**src/rtl/seg_scan_decoder.sv**
```systemverilog
// seg_scan_decoder
//   Watches a multiplexed 7-segment display bus and recovers the hex value
//   and decimal point shown on each of six digits. The bus may be
//   asynchronous to ck: it is double-flopped and a value is only accepted
//   once it has stayed unchanged for STABLE_CYC synchronised samples.
//
// Ports
//   ck           clock, rising edge
//   reset        asynchronous reset, active-low
//   seg_in[7:0]  segment bus {a,b,c,d,e,f,g,dp}, active-high
//   ctrl_in[5:0] digit enables, active-high, multi-hot allowed
//   clr          synchronous clear of the decoded state
//   digits[23:0] digits[4i+3:4i] = hex value of digit i
//   dps[5:0]     decimal point of each digit
//   seen[5:0]    digits written since the last frame or clear
//   frame_valid  one-cycle pulse: all six digits written, frame complete
//   pat_err      one-cycle pulse: captured pattern is not a hex glyph
//
// Stability FSM
//   state   | meaning
//   ST_WAIT | armed: counting identical samples toward a capture
//   ST_DONE | current bus value already captured, wait for a change
module seg_scan_decoder #(
  parameter int unsigned STABLE_CYC = 4
) (
  input  logic        ck,
  input  logic        reset,
  input  logic [7:0]  seg_in,
  input  logic [5:0]  ctrl_in,
  input  logic        clr,
  output logic [23:0] digits,
  output logic [5:0]  dps,
  output logic [5:0]  seen,
  output logic        frame_valid,
  output logic        pat_err
);

  typedef enum logic {ST_WAIT, ST_DONE} stab_state_t;

  localparam logic [7:0] CNT_LAST = 8'(STABLE_CYC - 1);

  stab_state_t state_q, state_d;
  logic [13:0] s1_q, s2_q, prev_q;
  logic [7:0]  stab_cnt_q, stab_cnt_d;
  logic [23:0] digits_q, digits_d;
  logic [5:0]  dps_q, dps_d;
  logic [5:0]  seen_q, seen_d;
  logic        frame_valid_q, frame_valid_d;
  logic        pat_err_q, pat_err_d;

  logic        capture;
  logic [7:0]  cap_seg;
  logic [5:0]  cap_ctrl;
  logic [5:0]  seen_next;
  logic        glyph_ok;
  logic [3:0]  glyph_val;

  assign cap_seg  = s2_q[13:6];
  assign cap_ctrl = s2_q[5:0];

  // Segments a..g only; the decimal point is carried separately.
  always_comb begin
    glyph_ok  = 1'b1;
    glyph_val = 4'h0;
    case (cap_seg[7:1])
      7'b1111110: glyph_val = 4'h0;
      7'b0110000: glyph_val = 4'h1;
      7'b1101101: glyph_val = 4'h2;
      7'b1111001: glyph_val = 4'h3;
      7'b0110011: glyph_val = 4'h4;
      7'b1011011: glyph_val = 4'h5;
      7'b1011111: glyph_val = 4'h6;
      7'b1110000: glyph_val = 4'h7;
      7'b1111111: glyph_val = 4'h8;
      7'b1111011: glyph_val = 4'h9;
      7'b1110111: glyph_val = 4'hA;
      7'b0011111: glyph_val = 4'hB;
      7'b1001110: glyph_val = 4'hC;
      7'b0111101: glyph_val = 4'hD;
      7'b1001111: glyph_val = 4'hE;
      7'b1000111: glyph_val = 4'hF;
      default:    glyph_ok  = 1'b0;
    endcase
  end

  always_comb begin
    state_d       = state_q;
    stab_cnt_d    = stab_cnt_q;
    digits_d      = digits_q;
    dps_d         = dps_q;
    seen_d        = seen_q;
    frame_valid_d = 1'b0;
    pat_err_d     = 1'b0;
    capture       = 1'b0;
    seen_next     = seen_q | cap_ctrl;

    // Any change on the synchronised bus restarts the window, even after a capture.
    if (s2_q != prev_q) begin
      stab_cnt_d = 8'd0;
      state_d    = ST_WAIT;
    end else if (state_q == ST_WAIT) begin
      if (stab_cnt_q == CNT_LAST) begin
        capture = 1'b1;
        state_d = ST_DONE;
      end else begin
        stab_cnt_d = stab_cnt_q + 8'd1;
      end
    end

    // An all-zero enable word is display blanking and is ignored entirely.
    if (capture && (cap_ctrl != 6'h00)) begin
      if (glyph_ok) begin
        for (int i = 0; i < 6; i++) begin
          if (cap_ctrl[i]) begin
            digits_d[4*i +: 4] = glyph_val;
            dps_d[i]           = cap_seg[0];
          end
        end
        if (seen_next == 6'h3F) begin
          frame_valid_d = 1'b1;
          seen_d        = 6'h00;
        end else begin
          seen_d = seen_next;
        end
      end else begin
        pat_err_d = 1'b1;
      end
    end

    if (clr) begin
      digits_d      = 24'h0;
      dps_d         = 6'h00;
      seen_d        = 6'h00;
      state_d       = ST_WAIT;
      stab_cnt_d    = 8'd0;
      frame_valid_d = 1'b0;
      pat_err_d     = 1'b0;
    end
  end

  always_ff @(posedge ck or negedge reset) begin
    if (!reset) begin
      s1_q          <= 14'h0;
      s2_q          <= 14'h0;
      prev_q        <= 14'h0;
      state_q       <= ST_WAIT;
      stab_cnt_q    <= 8'd0;
      digits_q      <= 24'h0;
      dps_q         <= 6'h00;
      seen_q        <= 6'h00;
      frame_valid_q <= 1'b0;
      pat_err_q     <= 1'b0;
    end else begin
      s1_q          <= {seg_in, ctrl_in};
      s2_q          <= s1_q;
      prev_q        <= s2_q;
      state_q       <= state_d;
      stab_cnt_q    <= stab_cnt_d;
      digits_q      <= digits_d;
      dps_q         <= dps_d;
      seen_q        <= seen_d;
      frame_valid_q <= frame_valid_d;
      pat_err_q     <= pat_err_d;
    end
  end

  assign digits      = digits_q;
  assign dps         = dps_q;
  assign seen        = seen_q;
  assign frame_valid = frame_valid_q;
  assign pat_err     = pat_err_q;

endmodule

```
**config.mk**
```make
export PLATFORM = sky130hd
export DESIGN_NAME = seg_scan_decoder
export DESIGN_NICKNAME = d
export VERILOG_FILES = /design/src/rtl/seg_scan_decoder.sv
export SDC_FILE = /design/constraint.sdc
export NUM_CORES = 1
export LEC_CHECK = 0
export CORE_MARGIN = 4
export CORE_UTILIZATION = 40
export CTS_CLUSTER_DIAMETER = 30
export DETAILED_ROUTE_END_ITERATION = 10
export PLACE_DENSITY = 0.68
export SKIP_CTS_REPAIR_TIMING = 1
export SLEW_MARGIN = 10
export SYNTH_ARGS = -nofsm -noshare
export SYNTH_HDL_FRONTEND = slang
export SYNTH_SLANG_ARGS = --single-unit
```
**constraint.sdc**
```tcl
create_clock -name ck -period 6.9 [get_ports ck]
set_input_delay 1.38 -clock ck [delete_from_list [all_inputs] [get_ports ck]]
set_output_delay 1.38 -clock ck [all_outputs]
set_load 0.05 [all_outputs]
```
Word-level counts from Yosys, hierarchy flattened. Cells that the tools add are included. Widths: inputs -> output; s select.

Word-level logic and storage cells: 103. Input port bits: 17. Flip-flop bits (word level): 89. Output and inout bits: 38.

$add $sub $neg: 1. Reductions and logical operators: 19. Muxes and demuxes: 41. Equal/unequal tests: 21. Bitwise operators: 1.

Operators by type and width (count): $eq 7x7->1 const B (12); $mux 24 (3); $pmux 4 s15 (1); $mux 6 (7); $mux 8 (4); $mux 4 (6); $eq 7x6->1 const B (3); $mux 1 (20); $reduce_and 3->1 (6); $reduce_bool 2->1 (8); $reduce_or 16->1 (1); $ne 14x14->1 (1); $add 8x1->8 const B (1); $eq 8x2->1 const B (1); $eq 7x5->1 const B (1); $eq 6x6->1 const B (1); $or 6x6->6 (1); $reduce_bool 6->1 (1); $reduce_and 2->1 (2); $ne 3x2->1 const B (1); $ne 3x3->1 const B (1); $logic_and 1x1->1 (1).

Depth between registers and ports, before layout. Gate-level depths: netlist of the first run.

Depth in word-level cells: 7. Gate-level depth with buffers: 7. Gate-level depth less buffers: 6.

Least setup slack after synthesis of the first run. OpenSTA, ideal clock, no wires.

Path kind: reg2reg. Start: register stab_cnt_q[0]. End: register digits_q[3] (netlist: digits[3]). Path buffers: 1. Data arrival time: 2295 ps. Path slack: 4526 ps. Period minus slack after synthesis: 2374 ps. Required time: 6821 ps. Setup time: 79 ps. Stages on the path, launching flop included: 8. Cells stage by stage: dfrtp_1 -> ha_1 -> or4b_1 -> or4_4 -> a211oi_4 -> buf_6 -> o2111a_1 -> mux2i_1.

Cells in the longest elaborated chain, start to end: 7.

RTL lines: from (decl) (RTL line 44) `logic [7:0] stab_cnt_q, stab_cnt_d;`; from (signal assigned) (RTL line 158) `stab_cnt_q <= stab_cnt_d;`; $eq 8x2->1 (RTL line 102) `if (stab_cnt_q == CNT_LAST) begin`; $mux 1 (RTL line 102); $mux 1 (RTL line 101) `end else if (state_q == ST_WAIT) begin`; $mux 1 (RTL line 98) `if (s2_q != prev_q) begin`; $logic_and 1x1->1 (RTL line 111) `if (capture && (cap_ctrl != 6'h00)) begin`; $reduce_bool 2->1 (no source line); $reduce_and 3->1 (no source line); to (signal assigned) (RTL line 159) `digits_q <= digits_d;`; to (decl) (RTL line 45) `logic [23:0] digits_q, digits_d;`.

No other way between the ends. A chain may end at the register's enable or synchronous reset.

Final worst setup path of the first run.
Start: register seen_q[2] (netlist: seen[2]). End: output port seen[2].

RTL lines: from (decl) (RTL line 47) `logic [5:0] seen_q, seen_d;`; from (signal assigned) (RTL line 161) `seen_q <= seen_d;`; to (decl) (RTL line 33) `output logic [5:0] seen,`.

No word-level cell between the ends.

==> flow_summary.json, run 1 <==
{
  "status": "finished clean",
  "dieHeight_um": 106,
  "seq_area_frac_synth_pct": 58.1,
  "slew_headroom_pct": 27.8,
  "worst_slew_pin_slew_ns": 1.08,
  "layout_worst_path_cycle_share_pct": 43.5,
  "fillers": 839,
  "place_hpwl_mm": 5.22,
  "worstSetupPathType": "flip-flop to primary output",
  "cts.sinks": 89,
  "slowest_delay_ns": 0.83,
  "clockBufferDepth": 2,
  "root_buffer": "clkbuf_8",
  "yosysUniqueCellTypes": 48,
  "drv_cap": 0,
  "grt_max_degree": 90,
  "reg2reg_to": "seen[4]",
  "ff2ff_path_depth": 6,
  "ios": 55,
  "cp_data_required_time_ns": 5.52,
  "min_period_ns": 3.00,
  "ys_async_sr_fraction_pct": 100,
  "totalWireLength_mm": 7.97,
  "core_area_mm2": 0.00928,
  "placed_cell_area_mm2": 0.00447,
  "grt_usage_pct": 15.0,
  "dpl_worst_slack_ns": 3.92,
  "drtAntennaViolNets": 0,
  "clkSlewWorstSetupHoldPaths_ns": 0.10,
  "cts_buffers": 9,
  "hold_depth": 0,
  "n_antenna_cell": 0,
  "hp-class": "flip-flop to flip-flop",
  "yosys.area.top_type": "dfrtp_1",
  "finalClockSkew_ns": 0.00944,
  "synthTopCellsByArea": "dfrtp_1 58%, mux2i_1 8.1%, nand2b_1 5.4%, xnor2_1 3.9%, o2111ai_4 2.1%",
  "cp_top_family": "buffers and inverters",
  "fmax_mhz": 333,
  "end_kind": "primary output",
  "hold_start": "s1_q[3]",
  "io_buffers": 54,
  "routedWlPerCell_um": 16.4,
  "crit_chain": "clkdlybuf4s50_1",
  "r2r_setup_slack_ns": 3.91,
  "nets": 370,
  "gr-total-overflow": 0,
  "crit_path_start_kind": "flip-flop",
  "syn_inst": 302,
  "syn2layout_area_growth_pct": 22.4,
  "worstPathArrival_ns": 1.62,
  "firstDrtPassIters": 4,
  "final.setup.tns_ns": 0,
  "yosys.cell_count.top_type": "dfrtp_1",
  "synth_top_area_share_pct": 58.1,
  "setup_violations": 0,
  "design_area_mm2": 0.00469,
  "synth_ff_type": "dfrtp_1",
  "antenna_found_initial": 0,
  "initial_core_util_pct": 41.3,
  "critPathSlowestCell": "clkdlybuf4s50_1",
  "htreeDepth": 3,
  "drtIter0Drc": 111,
  "grt_pass1_vias": 2550,
  "cp_max_fo": 3,
  "gp_congestion": 0.772,
  "grt_setup_unrepaired": "false",
  "synth_edf_count": 0,
  "drive_above_1_share_pct": 9.24,
  "synthesis.area_mm2": 0.00384,
  "total_leakage_power_nw": 2.02,
  "slew_violations": 0,
  "setup_ws_ns": 3.90,
  "synth_seq_cells": 89,
  "synth_commonest_cells": "89 x dfrtp_1, 33 x nand2b_1, 31 x mux2i_1, 17 x xnor2_1, 12 x clkbuf_1",
  "vdd_ir_drop_max_uv": 135,
  "cp.buffers_inverters": 1,
  "vias": 2505,
  "power_density_mw_per_mm2": 210,
  "hold_viol": 0,
  "clk_latency_ns": 0.36,
  "synth.net_count": 320,
  "post-route-drc-count": 0,
  "worstHoldEndpoint": "s2_q[3]",
  "r2r_start": "stab_cnt_q[0]",
  "placementRows": 35,
  "cts_tree": "built",
  "synth_warnings": 0,
  "vias_per_cell": 5.15,
  "syn_avg_cell_area_um2": 12.7,
  "grt_pass1_wl_mm": 13.4,
  "die_x_um": 106,
  "fp.dieArea_mm2": 0.0112
}
-- cell families (layout without fill, tap and decap cells) --
kind of cell,Yosys count,count (layout),synth area share [%]
mux,31,31,8.09
buf+inv,24,79,2.67
xor+xnor,23,23,5.25
fa+ha+maj,1,1,0.326
compound gates,41,41,10.6
flops,89,89,58.1
simple gates,93,93,15.0
-- metrics by stage --
stage / cells / util, % / total power [mW] / hold WS [ns]
detailed placement: 470 / 48.2 / 0.609 / 0.335
finish: 486 / 50.6 / 0.988 / 0.355
global route: 486 / 50.6 / 1.03 / 0.356
floorplan: 302 / - / 0.581 / 0.331
global placement: 470 / 48.2 / 0.607 / 0.333
CTS: 486 / 50.6 / 1.00 / 0.354
-- per-layer routing --
metal	wire, um	GRT usage (%)	vias up
met5	0	0	-
met4	151	5.18	0
met3	368	4.43	12
met2	3720	22.9	72
met1	3730	20.6	1245
li1	-	-	1176
-- sequential cells by signal, indices dropped and copies added (netlist names) --
signal,flops
pat_err,1
s1_q,14
seen,6
stab_cnt_q,8
s2_q,14
dps,6
digits,24
prev_q,14
state_q,1
frame_valid,1
-- final cells by class --
type                       instances  area (um^2)  share of cell area, %
clock inverter                     7         96.3                   2.05
tap                              129          161                   3.44
clock buffer                       9          124                   2.64
sequential                        89         2230                   47.4
inverter                           7         26.3                  0.560
multi-input combinational        189         1510                   32.1
timing repair buffer              56          553                   11.8
-- power by group --
part / internal (mW) / total [mW] / switching, mW
clock network: 0.179 / 0.390 / 0.211
logic: 0.0224 / 0.0473 / 0.0249
registers: 0.533 / 0.550 / 0.0170
-- worst max-delay path by stage --
stage / depth (start not counted) / start / end / slack (ns)
global route: 6 / stab_cnt_q[0] / seen[4] / 3.71
detailed placement: 5 / clr / digits[0] / 3.92
global placement: 6 / stab_cnt_q[0] / seen[5] / 4.00
floorplan: 7 / stab_cnt_q[0] / digits[3] / 4.53
CTS: 1 / seen[3] / seen[3] / 3.87
finish: 1 / seen[2] / seen[2] / 3.90
-- cell usage in the layout (no fill, tap or decap), types with 3 or more instances in the layout --
master           synthesis  final
and3_1                   3      3
nor3_1                   4      4
o22ai_1                  4      4
nand4_1                  6      6
nand2_1                  8      8
nand3_1                  5      5
mux2i_1                 31     31
a21oi_1                  5      5
buf_4                    0      3
o2111ai_1                8      8
nand3b_1                 3      3
nor2b_1                  3      3
dfrtp_1                 89     89
clkbuf_8                 0      9
nor2_1                  11     11
nand2b_1                33     33
inv_8                    0      3
clkdlybuf4s50_1          0     53
a211oi_2                 5      5
xor2_1                   6      6
nor3b_1                  3      3
o2111ai_4                3      3
xnor2_1                 17     17
o211ai_1                 3      3
inv_1                    7      7
(Power assumes the default switching activity.)
==> inputs of run 2 (changes only) <==
==> constraint.sdc (replaced) <==
create_clock -name ck -period 3 [get_ports ck]
set_input_delay 0.6 -clock ck [delete_from_list [all_inputs] [get_ports ck]]
set_output_delay 0.6 -clock ck [all_outputs]
set_load 0.05 [all_outputs]
==> run 2 against run 1 <==
Via count down 1.2%. Register-to-register slack worse by 3.7 ns. Global-route usage down 0.54 points. Critical endpoint is now frame_valid. Non-clock buffer count up 7. Critical path depth up 6. Largest power group unchanged. Clock-buffer cell count up 2. Cell count up 1.4%. Flip-flop and latch count unchanged.
==> flow_summary.json, run 2 (same netlist as run 1, synthesis figures left out) <==
{
  "status": "finished clean",
  "drv_cap": 0,
  "crit_chain": "ha_1 > or4b_1 > or4_4 > a211oi_4 > buf_4 > o2111a_2 > nor2b_1",
  "grt_max_degree": 49,
  "drive_above_1_share_pct": 11.0,
  "core_area_mm2": 0.00928,
  "total_leakage_power_nw": 2.06,
  "root_buffer": "clkbuf_8",
  "placementRows": 35,
  "reg2reg_to": "frame_valid",
  "r2r_start": "stab_cnt_q[0]",
  "ios": 55,
  "gr-usage-met1_pct": 20.2,
  "cts_buffers": 9,
  "drtIter0Drc": 213,
  "antenna_found_initial": 0,
  "p_total_mw": 2.29,
  "setup_violations": 0,
  "post-route-util_pct": 51.2,
  "largest_reg_flops": 24,
  "htreeDepth": 3,
  "cts.sinks": 89,
  "grt_pass1_wl_mm": 12.8,
  "internal_power_mw": 1.79,
  "fmax_mhz": 361,
  "worst_slew_pin_slew_ns": 0.595,
  "finalClockSkew_ns": 0.00914,
  "mostFrequentLayoutCells": "89 x dfrtp_1, 53 x clkdlybuf4s50_1, 33 x nand2b_1",
  "grt_usage_pct": 14.5,
  "setup_ws_ns": 0.228,
  "cp_max_fo": 11,
  "grtUsageMet2_pct": 22.7,
  "stdcell_count": 493,
  "top_usage_layer": "met2",
  "io_buffers": 54,
  "dieHeight_um": 106,
  "cp_data_required_time_ns": 3.28,
  "critPathSlowestCell": "or4b_1",
  "routedWlPerCell_um": 15.5,
  "end_kind": "flip-flop",
  "vias_per_cell": 5.02,
  "layout_commonest_cell": "dfrtp_1",
  "nets": 377,
  "clkSlewWorstSetupHoldPaths_ns": 0.08,
  "r2r_setup_slack_ns": 0.23,
  "slew_violations": 0,
  "crit_path_start_kind": "flip-flop",
  "cp.buffers_inverters": 1,
  "hold_viol": 0,
  "swShare_pct": 21.8,
  "drtAntennaViolNets": 0,
  "post-route-drc-count": 0,
  "initial_core_util_pct": 41.3,
  "power.switching_uw": 500,
  "die_x_um": 106,
  "final.setup.tns_ns": 0,
  "firstDrtPassIters": 4,
  "clk_latency_ns": 0.35,
  "totalWireLength_mm": 7.67,
  "vias": 2476,
  "n_antenna_cell": 0,
  "pwr-share-seq_pct": 54.9,
  "clockBufferDepth": 2,
  "cp_top_family": "simple AND/OR/NAND/NOR gates",
  "place_hpwl_mm": 5.36,
  "gp_congestion": 0.817,
  "use_met3_pct": 2.67,
  "power_density_mw_per_mm2": 483,
  "syn2layout_area_growth_pct": 24.0,
  "cts_tree": "built",
  "multiInputGateArea_mm2": 0.00151,
  "fp.dieArea_mm2": 0.0112,
  "hp-class": "input port to asynchronous set/reset pin",
  "dpl_worst_slack_ns": 0.252,
  "layout_worst_path_cycle_share_pct": 92.4,
  "power_frac_comb_pct": 5.1,
  "worstPathArrival_ns": 3.05,
  "min_period_ns": 2.77,
  "slowest_delay_ns": 0.47,
  "grt_pass1_vias": 2509,
  "p_clk_share_pct": 40.0,
  "grt_setup_unrepaired": "false",
  "gr-total-overflow": 0,
  "regArea_mm2": 0.00223,
  "place_inst": 477,
  "slew_headroom_pct": 60.3,
  "fillers": 823,
  "ff2ff_path_depth": 7,
  "worstSetupPathType": "flip-flop to flip-flop",
  "vdd_ir_drop_max_uv": 288
}
run 2: cell types whose count changed in the layout (fill, tap and decap cells not counted):
cell / previous run / this run
buf_4: 3 / 10
clkinv_4: 1 / 0
clkinv_8: 1 / 0
clkinv_2: 0 / 2
bufinv_16: 1 / 2
inv_8: 3 / 0
clkbuf_8: 9 / 11
run 2: area by class of cell:
cell class,instances,share of cell area (%)
flip-flops and latches,89,46.8
clock buffers,11,3.18
clock inverters,5,1.63
well taps,129,3.39
multi-input cells,189,31.7
repair buffers,63,12.7
inverters,7,0.552
run 2: worst max-delay path by stage:
stage / cells after the start / start / slack (ns) / endpoint
after CTS: 7 / stab_cnt_q[0] / 0.23 / frame_valid
after global placement: 7 / stab_cnt_q[0] / 0.32 / frame_valid
final: 7 / stab_cnt_q[0] / 0.23 / frame_valid
after detailed placement: 7 / stab_cnt_q[0] / 0.25 / frame_valid
after floorplan: 7 / stab_cnt_q[0] / 0.63 / digits[3]
after global routing: 7 / stab_cnt_q[0] / 0.08 / frame_valid
run 2: metal layers:
layer  part of all wire, %  vias to the layer above  wire, um
met5                     0                        -         0
met4                   1.2                        0        95
met3                   4.0                        7       309
met2                    47                       66      3640
met1                    47                     1218      3620
li1                      -                     1185         -
run 2: through the flow:
stage,hold slack (ns),instance area [um^2]
global placement,0.334,4530
detailed placement,0.335,4530
CTS,0.263,4760
floorplan,0.304,3840
global route,0.296,4760
finish,0.252,4760
run 2: power by group through the flow:
stage               sequential, mW  clock (mW)  combinational, mW
finish                        1.26       0.917              0.117
global route                  1.27       0.988              0.131
CTS                           1.26       0.941              0.120
detailed placement            1.29           0              0.120
global placement              1.28           0              0.118
floorplan                     1.27           0             0.0691
==> inputs of run 3 (changes only) <==
--- a/config.mk
+++ b/config.mk
@@ -10,6 +10,7 @@
 export CTS_CLUSTER_DIAMETER = 30
 export DETAILED_ROUTE_END_ITERATION = 10
 export PLACE_DENSITY = 0.68
+export SETUP_SLACK_MARGIN = 0.3
 export SKIP_CTS_REPAIR_TIMING = 1
 export SLEW_MARGIN = 10
 export SYNTH_ARGS = -nofsm -noshare
==> constraint.sdc (replaced) <==
create_clock -name ck -period 3 [get_ports ck]
set_input_delay 0.75 -clock ck [delete_from_list [all_inputs] [get_ports ck]]
set_output_delay 0.75 -clock ck [all_outputs]
set_load 0.05 [all_outputs]
==> run 3 against run 2 <==
Combinational power barely moved. First-iteration DRC count fell by 5.2%. Via count rose by 1.1%. Flip-flop and latch count did not move. Global-route usage fell by 0.35 points. Clock-buffer cell count did not move. Cell count rose by 0.20%. Sequential power barely moved. Sequential share of layout area fell by 0.14 points. Critical path depth did not move. Critical path type unchanged. Critical endpoint is now digits[15]. Largest power group unchanged.
==> flow_summary.json, run 3 (same netlist as run 1, synthesis figures left out) <==
{
  "hp-class": "flip-flop to flip-flop",
  "grt_pass1_wl_mm": 12.7,
  "n_antenna_cell": 0,
  "topRoutingLayerUsed": "met4",
  "largest_reg_flops": 24,
  "worst_slew_pin_slew_ns": 0.622,
  "slew_headroom_pct": 58.4,
  "regArea_mm2": 0.00223,
  "final.setup.tns_ns": 0,
  "critPathSlowestCell": "or4b_1",
  "post-route-util_pct": 51.4,
  "cp_max_fo": 7,
  "grt_usage_pct": 14.1,
  "drtIter0Drc": 202,
  "stdcell_count": 494,
  "place_inst": 475,
  "htreeDepth": 3,
  "dpl_worst_slack_ns": 0.202,
  "end_kind": "flip-flop",
  "cts_tree": "built",
  "power_density_mw_per_mm2": 446,
  "placementRows": 35,
  "root_buffer": "clkbuf_8",
  "clockBufferDepth": 2,
  "gr-total-overflow": 0,
  "drv_cap": 0,
  "clk_latency_ns": 0.36,
  "setup_ws_ns": 0.319,
  "nets": 378,
  "power.switching_uw": 516,
  "worstPathArrival_ns": 2.91,
  "p_total_mw": 2.13,
  "die_x_um": 106,
  "clkSlewWorstSetupHoldPaths_ns": 0.09,
  "finalClockSkew_ns": 0.0181,
  "firstDrtPassIters": 4,
  "power_frac_comb_pct": 5.6,
  "slowest_delay_ns": 0.48,
  "internal_power_mw": 1.61,
  "crit_path_start_kind": "flip-flop",
  "vias_per_cell": 5.07,
  "drive_above_1_share_pct": 11.8,
  "cts.sinks": 89,
  "crit_chain": "ha_4 > or4b_1 > or4_4 > a211oi_4 > buf_4 > o2111ai_1 > mux2i_1",
  "grt_pass1_vias": 2525,
  "grt_max_degree": 48,
  "totalWireLength_mm": 7.73,
  "grt_setup_unrepaired": "true",
  "total_leakage_power_nw": 2.05,
  "layout_worst_path_cycle_share_pct": 89.4,
  "layout_commonest_cell": "dfrtp_1",
  "core_area_mm2": 0.00928,
  "worstSetupPathType": "flip-flop to flip-flop",
  "p_clk_share_pct": 35.2,
  "antenna_found_initial": 0,
  "vdd_ir_drop_max_uv": 264,
  "setup_violations": 0,
  "fmax_mhz": 373,
  "fillers": 838,
  "pwr-share-seq_pct": 59.2,
  "fp.dieArea_mm2": 0.0112,
  "mostFrequentLayoutCells": "89 x dfrtp_1, 53 x clkdlybuf4s50_1, 33 x nand2b_1",
  "io_buffers": 54,
  "hold_viol": 0,
  "placed_cell_area_mm2": 0.00454,
  "place_hpwl_mm": 5.26,
  "gp_congestion": 0.810,
  "drtAntennaViolNets": 0,
  "dieHeight_um": 106,
  "ios": 55,
  "design_area_mm2": 0.00477,
  "min_period_ns": 2.68,
  "cp_data_required_time_ns": 3.22,
  "met1_length_mm": 3.62,
  "multiInputGateArea_mm2": 0.00153,
  "initial_core_util_pct": 41.3,
  "status": "finished clean",
  "swShare_pct": 24.2,
  "route.met3.wl_um": 246,
  "fin_hold_ws_ns": 0.353,
  "cts_buffers": 9,
  "post-route-drc-count": 0,
  "routedWlPerCell_um": 15.7,
  "met2_length_mm": 3.77,
  "vias": 2503,
  "syn2layout_area_growth_pct": 24.3,
  "slew_violations": 0
}
run 3: cell types whose count changed in the layout (fill, tap and decap cells not counted), sizes merged:
cell / change
buf: +1
clkinv: +1
bufinv: -2
inv: +1
run 3: final timing paths:
check                              start          to  slack [ns]  cells past startpoint
max                        stab_cnt_q[0]  digits[15]        0.32                      7
max in group asynchronous          reset     seen[4]        1.99                      2
min reg2reg                     s1_q[10]    s2_q[10]        0.35                      0
max reg2reg                stab_cnt_q[0]  digits[15]        0.32                      7
min                             s1_q[10]    s2_q[10]        0.35                      0
min in group asynchronous          reset   prev_q[4]        0.38                      1
run 3: critical path, delay by kind of cell (launching register included):
family | cells | cell delay, ns
flip-flops | 1 | 0.45
adder cells (fa/ha/maj) | 1 | 0.18
buffers and inverters | 1 | 0.21
multiplexers | 1 | 0.19
AND/OR/NAND/NOR | 2 | 0.93
AO/OA/AOI/OAI | 2 | 0.59
run 3: power groups by stage:
stage	clock network (mW)	logic [mW]	registers (mW)
final	0.749	0.120	1.26
after global placement	0	0.120	1.28
after CTS	0.768	0.122	1.26
after global routing	0.822	0.135	1.27
after detailed placement	0	0.122	1.28
after floorplan	0	0.0691	1.27
run 3: area by class of cell:
cell class	instances	area share, %
Timing Repair Buffer	64	13.5
Multi-Input combinational cell	189	32.1
Inverter	7	0.551
Sequential cell	89	46.7
Clock inverter	5	0.813
Clock buffer	11	2.96
Tap cell	129	3.38
run 3: layer usage:
metal,global-route usage (%),up-vias
li1,-,1189
met1,19.4,1254
met2,22.5,50
met3,3.58,10
met4,3.70,0
met5,0,-
